File: src/rtl/x25519_seq_ctrl_if.sv
// x25519_seq_ctrl_if: bundles the bus-side request/status signals and the
// core-side operand/result signals of the X25519 operation sequencer.
//   slave  : the sequencer itself
//   master : whoever drives requests and models the core (bank, PISO, core)
interface x25519_seq_ctrl_if #(
   parameter int BIT_LENGTH = 256
);
   // bus side
   logic                  start;
   logic [BIT_LENGTH-1:0] scalar_in;
   logic [BIT_LENGTH-1:0] u_in;
   logic [BIT_LENGTH-1:0] point_out;
   logic                  busy;
   logic                  valid;
   logic                  timeout;
   logic                  err_zero;
   // core side
   logic                  core_rst;
   logic [BIT_LENGTH-1:0] core_scalar;
   logic [BIT_LENGTH-1:0] core_point;
   logic [BIT_LENGTH-1:0] core_point_out;
   logic                  core_valid;

   modport slave (
      input  start, scalar_in, u_in, core_point_out, core_valid,
      output point_out, busy, valid, timeout, err_zero,
             core_rst, core_scalar, core_point
   );

   modport master (
      output start, scalar_in, u_in, core_point_out, core_valid,
      input  point_out, busy, valid, timeout, err_zero,
             core_rst, core_scalar, core_point
   );
endinterface

File: src/rtl/x25519_seq_ctrl.sv
// x25519_seq_ctrl: sequencer between the SIPO operand bank and the X25519
// scalar-mult core. Captures one scalar/u pair on start, clamps/masks them,
// releases the core from reset, waits (bounded) for core_valid and latches
// the result for the PISO.
// Optional feature macro: X25519_ZERO_CHECK_EN (all-zero result flag).
//
// Handshake semantics:
//   start is a request sampled only in IDLE; a start seen while busy is
//   dropped, never queued. valid is a sticky level: it rises together with
//   the entry into DONE and stays high until the next accepted start, which
//   also clears timeout and err_zero. core_valid is only honoured in RUN.
module x25519_seq_ctrl #(
   parameter int BIT_LENGTH     = 256,
   parameter int TIMEOUT_CYCLES = 1_000_000,
   parameter int CNT_W          = 20
) (
   input  logic               clk,
   input  logic               rst,
   x25519_seq_ctrl_if.slave   bus,
   output logic [1:0]         state_dbg
);

   typedef enum logic [1:0] {
      S_IDLE = 2'd0,
      S_ARM  = 2'd1,
      S_RUN  = 2'd2,
      S_DONE = 2'd3
   } state_t;

   localparam logic [CNT_W-1:0] CNT_LAST = CNT_W'(TIMEOUT_CYCLES - 1);

   state_t           state;
   state_t           state_next;
   logic [CNT_W-1:0] run_cnt;
   logic             accept;
   logic             finish_ok;
   logic             finish_to;
   logic             result_zero;

   assign state_dbg = state;

`ifdef X25519_ZERO_CHECK_EN
   assign result_zero = (bus.core_point_out == '0);
`else
   assign result_zero = 1'b0;
`endif

   // State register.
   always_ff @(posedge clk or posedge rst) begin
      if (rst) begin
         state <= S_IDLE;
      end else begin
         state <= state_next;
      end
   end

   // Next-state decode and per-cycle control strobes.
   always_comb begin
      state_next = state;
      accept     = 1'b0;
      finish_ok  = 1'b0;
      finish_to  = 1'b0;
      case (state)
         S_IDLE: begin
            if (bus.start) begin
               accept     = 1'b1;
               state_next = S_ARM;
            end
         end
         S_ARM: begin
            state_next = S_RUN;
         end
         S_RUN: begin
            // core_valid takes priority over the timeout limit
            if (bus.core_valid) begin
               finish_ok  = 1'b1;
               state_next = S_DONE;
            end else if (run_cnt == CNT_LAST) begin
               finish_to  = 1'b1;
               state_next = S_DONE;
            end
         end
         S_DONE: begin
            state_next = S_IDLE;
         end
         default: begin
            state_next = S_IDLE;
         end
      endcase
   end

   // Core reset and busy are registered from the next state so they change
   // cleanly with the state transition.
   always_ff @(posedge clk or posedge rst) begin
      if (rst) begin
         bus.core_rst <= 1'b1;
         bus.busy     <= 1'b0;
      end else begin
         bus.core_rst <= (state_next != S_RUN);
         bus.busy     <= (state_next == S_ARM) || (state_next == S_RUN);
      end
   end

   // Operand capture with RFC 7748 clamping of k and masking of u.
   always_ff @(posedge clk or posedge rst) begin
      if (rst) begin
         bus.core_scalar <= '0;
         bus.core_point  <= '0;
      end else if (accept) begin
         bus.core_scalar <= {2'b01, bus.scalar_in[BIT_LENGTH-3:3], 3'b000};
         bus.core_point  <= {1'b0, bus.u_in[BIT_LENGTH-2:0]};
      end
   end

   // RUN cycle counter: cleared on accept (so it reads 0 in ARM), counts in RUN.
   always_ff @(posedge clk or posedge rst) begin
      if (rst) begin
         run_cnt <= '0;
      end else if (accept) begin
         run_cnt <= '0;
      end else if (state == S_RUN) begin
         run_cnt <= run_cnt + CNT_W'(1);
      end
   end

   // Result latch and sticky status flags.
   always_ff @(posedge clk or posedge rst) begin
      if (rst) begin
         bus.point_out <= '0;
         bus.valid     <= 1'b0;
         bus.timeout   <= 1'b0;
         bus.err_zero  <= 1'b0;
      end else if (accept) begin
         bus.valid    <= 1'b0;
         bus.timeout  <= 1'b0;
         bus.err_zero <= 1'b0;
      end else if (finish_ok) begin
         bus.point_out <= bus.core_point_out;
         bus.valid     <= 1'b1;
         bus.timeout   <= 1'b0;
         bus.err_zero  <= result_zero;
      end else if (finish_to) begin
         bus.point_out <= '0;
         bus.valid     <= 1'b1;
         bus.timeout   <= 1'b1;
         bus.err_zero  <= 1'b0;
      end
   end

endmodule

File: src/flat_wrapper.sv
// flat-port wrapper written by rule: the top's interface ports become plain ports
module x25519_seq_ctrl_flat 
#(
   parameter int BIT_LENGTH     = 256,
   parameter int TIMEOUT_CYCLES = 1_000_000,
   parameter int CNT_W          = 20
)
  (clk, rst, state_dbg, bus_start, bus_scalar_in, bus_u_in, bus_core_point_out, bus_core_valid, bus_point_out, bus_busy, bus_valid, bus_timeout, bus_err_zero, bus_core_rst, bus_core_scalar, bus_core_point);
  x25519_seq_ctrl_if #(.BIT_LENGTH(BIT_LENGTH)) bus_i ();
  input  logic clk;
  input  logic rst;
  output logic [1:0] state_dbg;
  input wire logic [$bits(bus_i.start)-1:0] bus_start;
  input wire logic [$bits(bus_i.scalar_in)-1:0] bus_scalar_in;
  input wire logic [$bits(bus_i.u_in)-1:0] bus_u_in;
  input wire logic [$bits(bus_i.core_point_out)-1:0] bus_core_point_out;
  input wire logic [$bits(bus_i.core_valid)-1:0] bus_core_valid;
  output wire logic [$bits(bus_i.point_out)-1:0] bus_point_out;
  output wire logic [$bits(bus_i.busy)-1:0] bus_busy;
  output wire logic [$bits(bus_i.valid)-1:0] bus_valid;
  output wire logic [$bits(bus_i.timeout)-1:0] bus_timeout;
  output wire logic [$bits(bus_i.err_zero)-1:0] bus_err_zero;
  output wire logic [$bits(bus_i.core_rst)-1:0] bus_core_rst;
  output wire logic [$bits(bus_i.core_scalar)-1:0] bus_core_scalar;
  output wire logic [$bits(bus_i.core_point)-1:0] bus_core_point;
  assign bus_i.start = bus_start;
  assign bus_i.scalar_in = bus_scalar_in;
  assign bus_i.u_in = bus_u_in;
  assign bus_i.core_point_out = bus_core_point_out;
  assign bus_i.core_valid = bus_core_valid;
  assign bus_point_out = bus_i.point_out;
  assign bus_busy = bus_i.busy;
  assign bus_valid = bus_i.valid;
  assign bus_timeout = bus_i.timeout;
  assign bus_err_zero = bus_i.err_zero;
  assign bus_core_rst = bus_i.core_rst;
  assign bus_core_scalar = bus_i.core_scalar;
  assign bus_core_point = bus_i.core_point;
  x25519_seq_ctrl #(.BIT_LENGTH(BIT_LENGTH), .TIMEOUT_CYCLES(TIMEOUT_CYCLES), .CNT_W(CNT_W)) u_core (.clk(clk), .rst(rst), .bus(bus_i), .state_dbg(state_dbg));
endmodule
File: config.mk
export PLATFORM = sky130hd
export DESIGN_NAME = x25519_seq_ctrl_flat
export DESIGN_NICKNAME = d
export VERILOG_FILES = /design/src/rtl/x25519_seq_ctrl_if.sv /design/src/rtl/x25519_seq_ctrl.sv /design/src/flat_wrapper.sv
export SDC_FILE = /design/constraint.sdc
export NUM_CORES = 2
export LEC_CHECK = 0
export BUFFER_PORTS_ARGS = -buffer_cell sky130_fd_sc_hd__clkbuf_2
export CORE_AREA = 4 4 598 600
export CTS_BUF_LIST = sky130_fd_sc_hd__clkbuf_8
export CTS_CLUSTER_DIAMETER = 100
export DETAILED_ROUTE_END_ITERATION = 7
export DIE_AREA = 0 0 602 604
export PLACE_DENSITY_LB_ADDON = 0.12
export SETUP_SLACK_MARGIN = 0.15
export SYNTH_ARGS = -nofsm -noshare
export SYNTH_HDL_FRONTEND = slang
export SYNTH_SLANG_ARGS = --single-unit
File: constraint.sdc
create_clock -name clk -period 26.1 [get_ports clk]
set_input_delay 1.305 -clock clk [delete_from_list [all_inputs] [get_ports clk]]
set_output_delay 1.305 -clock clk [all_outputs]
set_load 0.03 [all_outputs]
# Word level (Yosys, flattened, before mapping)
# Cells that the tools add are included.
[word_totals]
regBits = 790
in_bits = 772
elab_cells = 48
[op_classes]
addsub = 1
eq_ne = 7
mux = 23
bitwise = 1
reduce_logical = 6
[ops]
columns = ["operator", "count"]
rows = [
  ["$mux 256", 2],
  ["$mux 20", 2],
  ["$add 20x1->20 const B", 1],
  ["$eq 20x20->1 const B", 1],
  ["$mux 1", 15],
  ["$pmux 2 s4", 1],
  ["$eq 2x2->1 const B", 3],
  ["$mux 2", 3],
  ["$eq 2x1->1 const B", 2],
  ["$reduce_bool 2->1", 2],
  ["$reduce_bool 3->1", 1],
  ["$logic_not 2->1", 1],
  ["$ne 2x2->1 const B", 1],
  ["$reduce_and 2->1", 1],
  ["$logic_or 1x1->1", 1],
  ["$not 1->1", 1],
]

# Logic depth before layout (Yosys ltp)
[depth]
word_depth = 7
mapped_depth = 8
depth_no_buf = 7

# Least setup slack after synthesis
# No wires, ideal clock.
[synth_path]
path_kind = "input port to flip-flop"
startpoint = "input bus_start"
endpoint = "register u_core.run_cnt[18]"
setup_ps = 140
arrival_time_ps = 2412
required_ps = 25960
setup_slack_ps = 23548
path_stages = 5
cell_sequence = "a21oi_1 > or4_1 > buf_2 > o311ai_0 > o41ai_1"
[synth_between]
elab_chain_cells = 3
[synth_lines]
columns = ["item", "line", "rtl"]
rows = [
  ["start, declared", "flat_wrapper.sv:13", "input wire logic [$bits(bus_i.start)-1:0] bus_start;"],
  ["$mux 1 (*)", "x25519_seq_ctrl.sv:65", "if (bus.start) begin"],
  ["$mux 1 (*)", "x25519_seq_ctrl.sv:63", "case (state)"],
  ["$mux 20 or $reduce_bool 2->1 (tied branches)", "-", ""],
  ["end signal, assigned", "x25519_seq_ctrl.sv:122", "run_cnt <= run_cnt + CNT_W'(1);"],
  ["end, declared", "x25519_seq_ctrl.sv:34", "logic [CNT_W-1:0] run_cnt;"],
]
# Mark *: on every way between the ends. The rest lies on a longest branch, timed or not.
# A chain may end at the register's enable or synchronous reset.

# Worst setup path after layout
[layout_path]
startpoint = "register u_core.state[0], in the netlist u_core.state_dbg[0]"
endpoint = "register u_core.bus.point_out[185]"
[layout_between]
elab_chain_cells = 4
[layout_lines]
columns = ["item", "line", "rtl"]
rows = [
  ["start, declared", "x25519_seq_ctrl.sv:32", "state_t state;"],
  ["start signal, assigned", "x25519_seq_ctrl.sv:53", "state <= state_next;"],
  ["$eq 2x2->1 or $logic_not 2->1 (tied branches)", "x25519_seq_ctrl.sv:63", ""],
  ["$mux 1", "x25519_seq_ctrl.sv:63", ""],
  ["$reduce_bool 2->1 (no line) or $not 1->1 (tied branches)", "-", ""],
  ["$reduce_and 2->1 (no line)", "-", ""],
  ["end signal, assigned", "x25519_seq_ctrl.sv:138", "bus.point_out <= bus.core_point_out;"],
  ["end, declared", "x25519_seq_ctrl_if.sv:26", "output point_out, busy, valid, timeout, err_zero,"],
]
# Parallel ways exist; a longest one is shown, timed or not.

==> impl_metrics.env <==
export IMPL_power_density_nw_per_um2=143
export IMPL_cap_violations=0
export IMPL_numPortBuffers=1534
export IMPL_vias=29700
export IMPL_dpl_instance_area_um2=43300
export IMPL_yosysSeqAreaShare_pct=65.4
export IMPL_firstDrtPassIters=5
export IMPL_leakage_uw=0.0246
export IMPL_synth_area_um2=30200
export IMPL_slew_limit_headroom_pct=20.0
export IMPL_core_area_um2=352000
export IMPL_viasPerCell=3.02
export IMPL_yosysUniqueCellTypes=40
export IMPL_start_util_pct=8.57
export IMPL_post_cts_buffers=0
export IMPL_clockBufferDepth=4
export IMPL_hold_viol_final=0
export IMPL_cts_tree="done"
export IMPL_cp_endpoint="u_core.bus.point_out[185]$_DFFE_PP0P_"
export IMPL_nNetsFinal=5738
export IMPL_finalMaxSlewViolations=0
export IMPL_cts_sinks=789
export IMPL_synth_most_common_cell="nand2_1"
export IMPL_startpoint="u_core.state_dbg[0]$_DFF_PP0_"
export IMPL_r2r_end="u_core.bus.point_out[185]$_DFFE_PP0P_"
export IMPL_r2r_start="u_core.state_dbg[0]$_DFF_PP0_"
export IMPL_yosys_warnings=0
export IMPL_worst_slew_pin_slew_ns=1.20
export IMPL_holdBufCountCts=0
export IMPL_ir_drop_mv=0.0441
export IMPL_grt_ovfl_total=0
export IMPL_drt_iter0_markers=1461
export IMPL_final_area_um2=47100
export IMPL_yosys_area_share_adder_pct=0.207
export IMPL_grt_pass1_vias=31500
export IMPL_drcViolationCount=0
export IMPL_synth_mux_area_fraction_pct=0.0663
export IMPL_synth_compound_area_share_pct=4.73
export IMPL_critical_path_max_fanout=76
export IMPL_core_rowCount=218
export IMPL_ys_ff_latch=789
export IMPL_clk_pin_slew_ns=0.06
export IMPL_synth_top_family_by_area="simple AND/OR/NAND/NOR gates"
export IMPL_grt_max_degree=163
export IMPL_path_class="register to register"
export IMPL_numCtsBuffers=188
export IMPL_startpoint_type="register"
export IMPL_worst_endpoint_required_ns=26.84
export IMPL_fin_crit_sh_pct=20.9
export IMPL_clock_latency_ns=0.98
export IMPL_synthSimpleGateAreaFrac_pct=26.5
export IMPL_synthCells=3404
export IMPL_h_tree_depth=4
export IMPL_hpwl_mm=175
export IMPL_status="finished, final reports clean"
export IMPL_async_flop_share_pct=100
export IMPL_timing_setup_tns_ns=0
export IMPL_grtUsageTotal_pct=11.7
export IMPL_synth_top_cells_by_area="dfrtp_1 65%, nand2_1 25%, o21ai_0 4.4%, clkbuf_1 2.2%, buf_1 0.26%"
export IMPL_whs_ns=0.469
export IMPL_cp_arrival_ns=6.20
export IMPL_synth_top_area_share_pct=65.3
export IMPL_rr_worst_depth=9
export IMPL_synth_xor_area_share_pct=0.232
export IMPL_setup_viol=0
export IMPL_skew_ns=0.0776
export IMPL_rsz0062_at_grt="no"
export IMPL_timing_fmax_ghz=0.183
export IMPL_r2r_slack_ns=20.64
export IMPL_synth_edf_count=0
export IMPL_drive_above_1_share_pct=35.8
export IMPL_synthFlopType="dfrtp_1"
export IMPL_io_pin_count=1547
export IMPL_final_util_pct=13.4
export IMPL_areaGrowthSynthToFinish_pct=56.0
export IMPL_fp_dieW_um=602
export IMPL_grt_pass1_wl_mm=297
export IMPL_root_buffer="clkbuf_8"
export IMPL_antenna_found_initial=122
export IMPL_cp_end_kind="register"
export IMPL_hold_class="register to register"
export IMPL_die_area_um2=364000
export IMPL_syn_avg_cell_area_um2=8.86
export IMPL_whs_path_depth=1
export IMPL_gp_congestion=0.841
export IMPL_postCtsResizedCells=0
export IMPL_die_height_um=604
export IMPL_synth_common_cells="2044 x nand2_1, 788 x dfrtp_1, 265 x o21ai_0, 176 x clkbuf_1, 21 x buf_1"
export IMPL_period_needed_ns=5.46
export IMPL_wl_mm=222
export IMPL_antenna_left=0
export IMPL_avgRoutedWirePerCell_um=22.5
export IMPL_yosysTopAreaCell="dfrtp_1"
-- power by group --
group	leakage, uW	internal, uW	switching (uW)
clock network	0.00219	833	691
logic	0.0125	684	2430
registers	0.00987	1790	317
total	0.0246	3300	3440
-- critical path, cell delays in order, from the launching register on --
cell and delay (ns):
dfrtp_1 0.38, inv_1 0.09, ha_1 0.26, nand2_4 0.68
nand4_1 0.27, nor2_4 0.96, buf_4 0.69, buf_4 0.74
buf_4 0.78, o21ai_0 0.23
-- stage by stage --
| stage | setup slack (ns) | std cells | total power, uW |
|---|---|---|---|
| 6_report | 20.64 | 9839 | 6740 |
| 3_3_place_gp | 19.65 | 9501 | 5360 |
| 3_5_place_dp | 19.63 | 9501 | 5350 |
| 2_1_floorplan | 2.64 | 3409 | 3890 |
| 5_1_grt | 20.09 | 9831 | 7220 |
| 4_1_cts | 20.31 | 9827 | 6980 |
-- area by class of cell --
type	count	area [um2]
Antenna cell	12	30.0
Clock buffer	221	3040
Clock inverter	105	662
Fill cell	40700	305000
Inverter	8	37.5
Multi-Input combinational cell	2405	9650
Sequential cell	789	19700
Tap cell	4730	5920
Timing Repair Buffer	1569	7990
-- metal layers --
| layer | track usage [%] | part of all wire [%] |
|---|---|---|
| met5 | 0 | 0.23 |
| met1 | 12.7 | 37 |
| met4 | 2.77 | 2.8 |
| met3 | 4.98 | 9.1 |
| met2 | 21.0 | 50 |
-- state kept, by name, indices dropped and copies added, names as in the netlist --
name and count:
u_core.state_dbg 2, u_core.bus.core_rst 1, u_core.bus.busy 1, u_core.bus.timeout 1, u_core.bus.point_out 256, u_core.run_cnt 20, u_core.bus.core_point 255, u_core.bus.core_scalar 252
u_core.bus.valid 1
-- layout by cell type, fill, tap and decap left out, types with 6 or more instances in the layout --
| cell | netlist | layout |
|---|---|---|
| a21oi_1 | 12 | 12 |
| buf_4 | 6 | 31 |
| bufinv_16 | 0 | 7 |
| clkbuf_2 | 0 | 1534 |
| clkbuf_8 | 0 | 221 |
| clkinv_2 | 0 | 6 |
| conb_1 | 1 | 6 |
| dfrtp_1 | 788 | 788 |
| diode_2 | 0 | 12 |
| inv_1 | 8 | 89 |
| nand2_1 | 2044 | 2043 |
| nand3_1 | 9 | 8 |
| nor2_1 | 15 | 13 |
| nor4_1 | 6 | 6 |
| o21ai_0 | 265 | 265 |
| xnor2_1 | 6 | 6 |
-- logic make-up after synthesis --
kind of cell | after synthesis
simple gates | 2102
flops | 789
compound gates | 282
buf+inv | 215
xor+xnor | 8
fa+ha+maj | 5
mux | 2
other cells | 1
-- worst min path at each step --
stage,from,end,slack (ns)
finish,u_core.bus.core_scalar[254]$_DFFE_PP0P_,u_core.bus.core_scalar[254]$_DFFE_PP0P_,0.47
global route,bus_u_in[56],u_core.bus.core_point[56]$_DFFE_PP0P_,0.38
CTS,bus_u_in[57],u_core.bus.core_point[57]$_DFFE_PP0P_,0.29
detailed placement,u_core.bus.core_scalar[154]$_DFFE_PP0P_,u_core.bus.core_scalar[154]$_DFFE_PP0P_,0.46
global placement,u_core.bus.core_scalar[254]$_DFFE_PP0P_,u_core.bus.core_scalar[254]$_DFFE_PP0P_,0.45
floorplan,u_core.run_cnt[19]$_DFFE_PP0P_,u_core.run_cnt[19]$_DFFE_PP0P_,0.50
(Power assumes the default switching activity.)
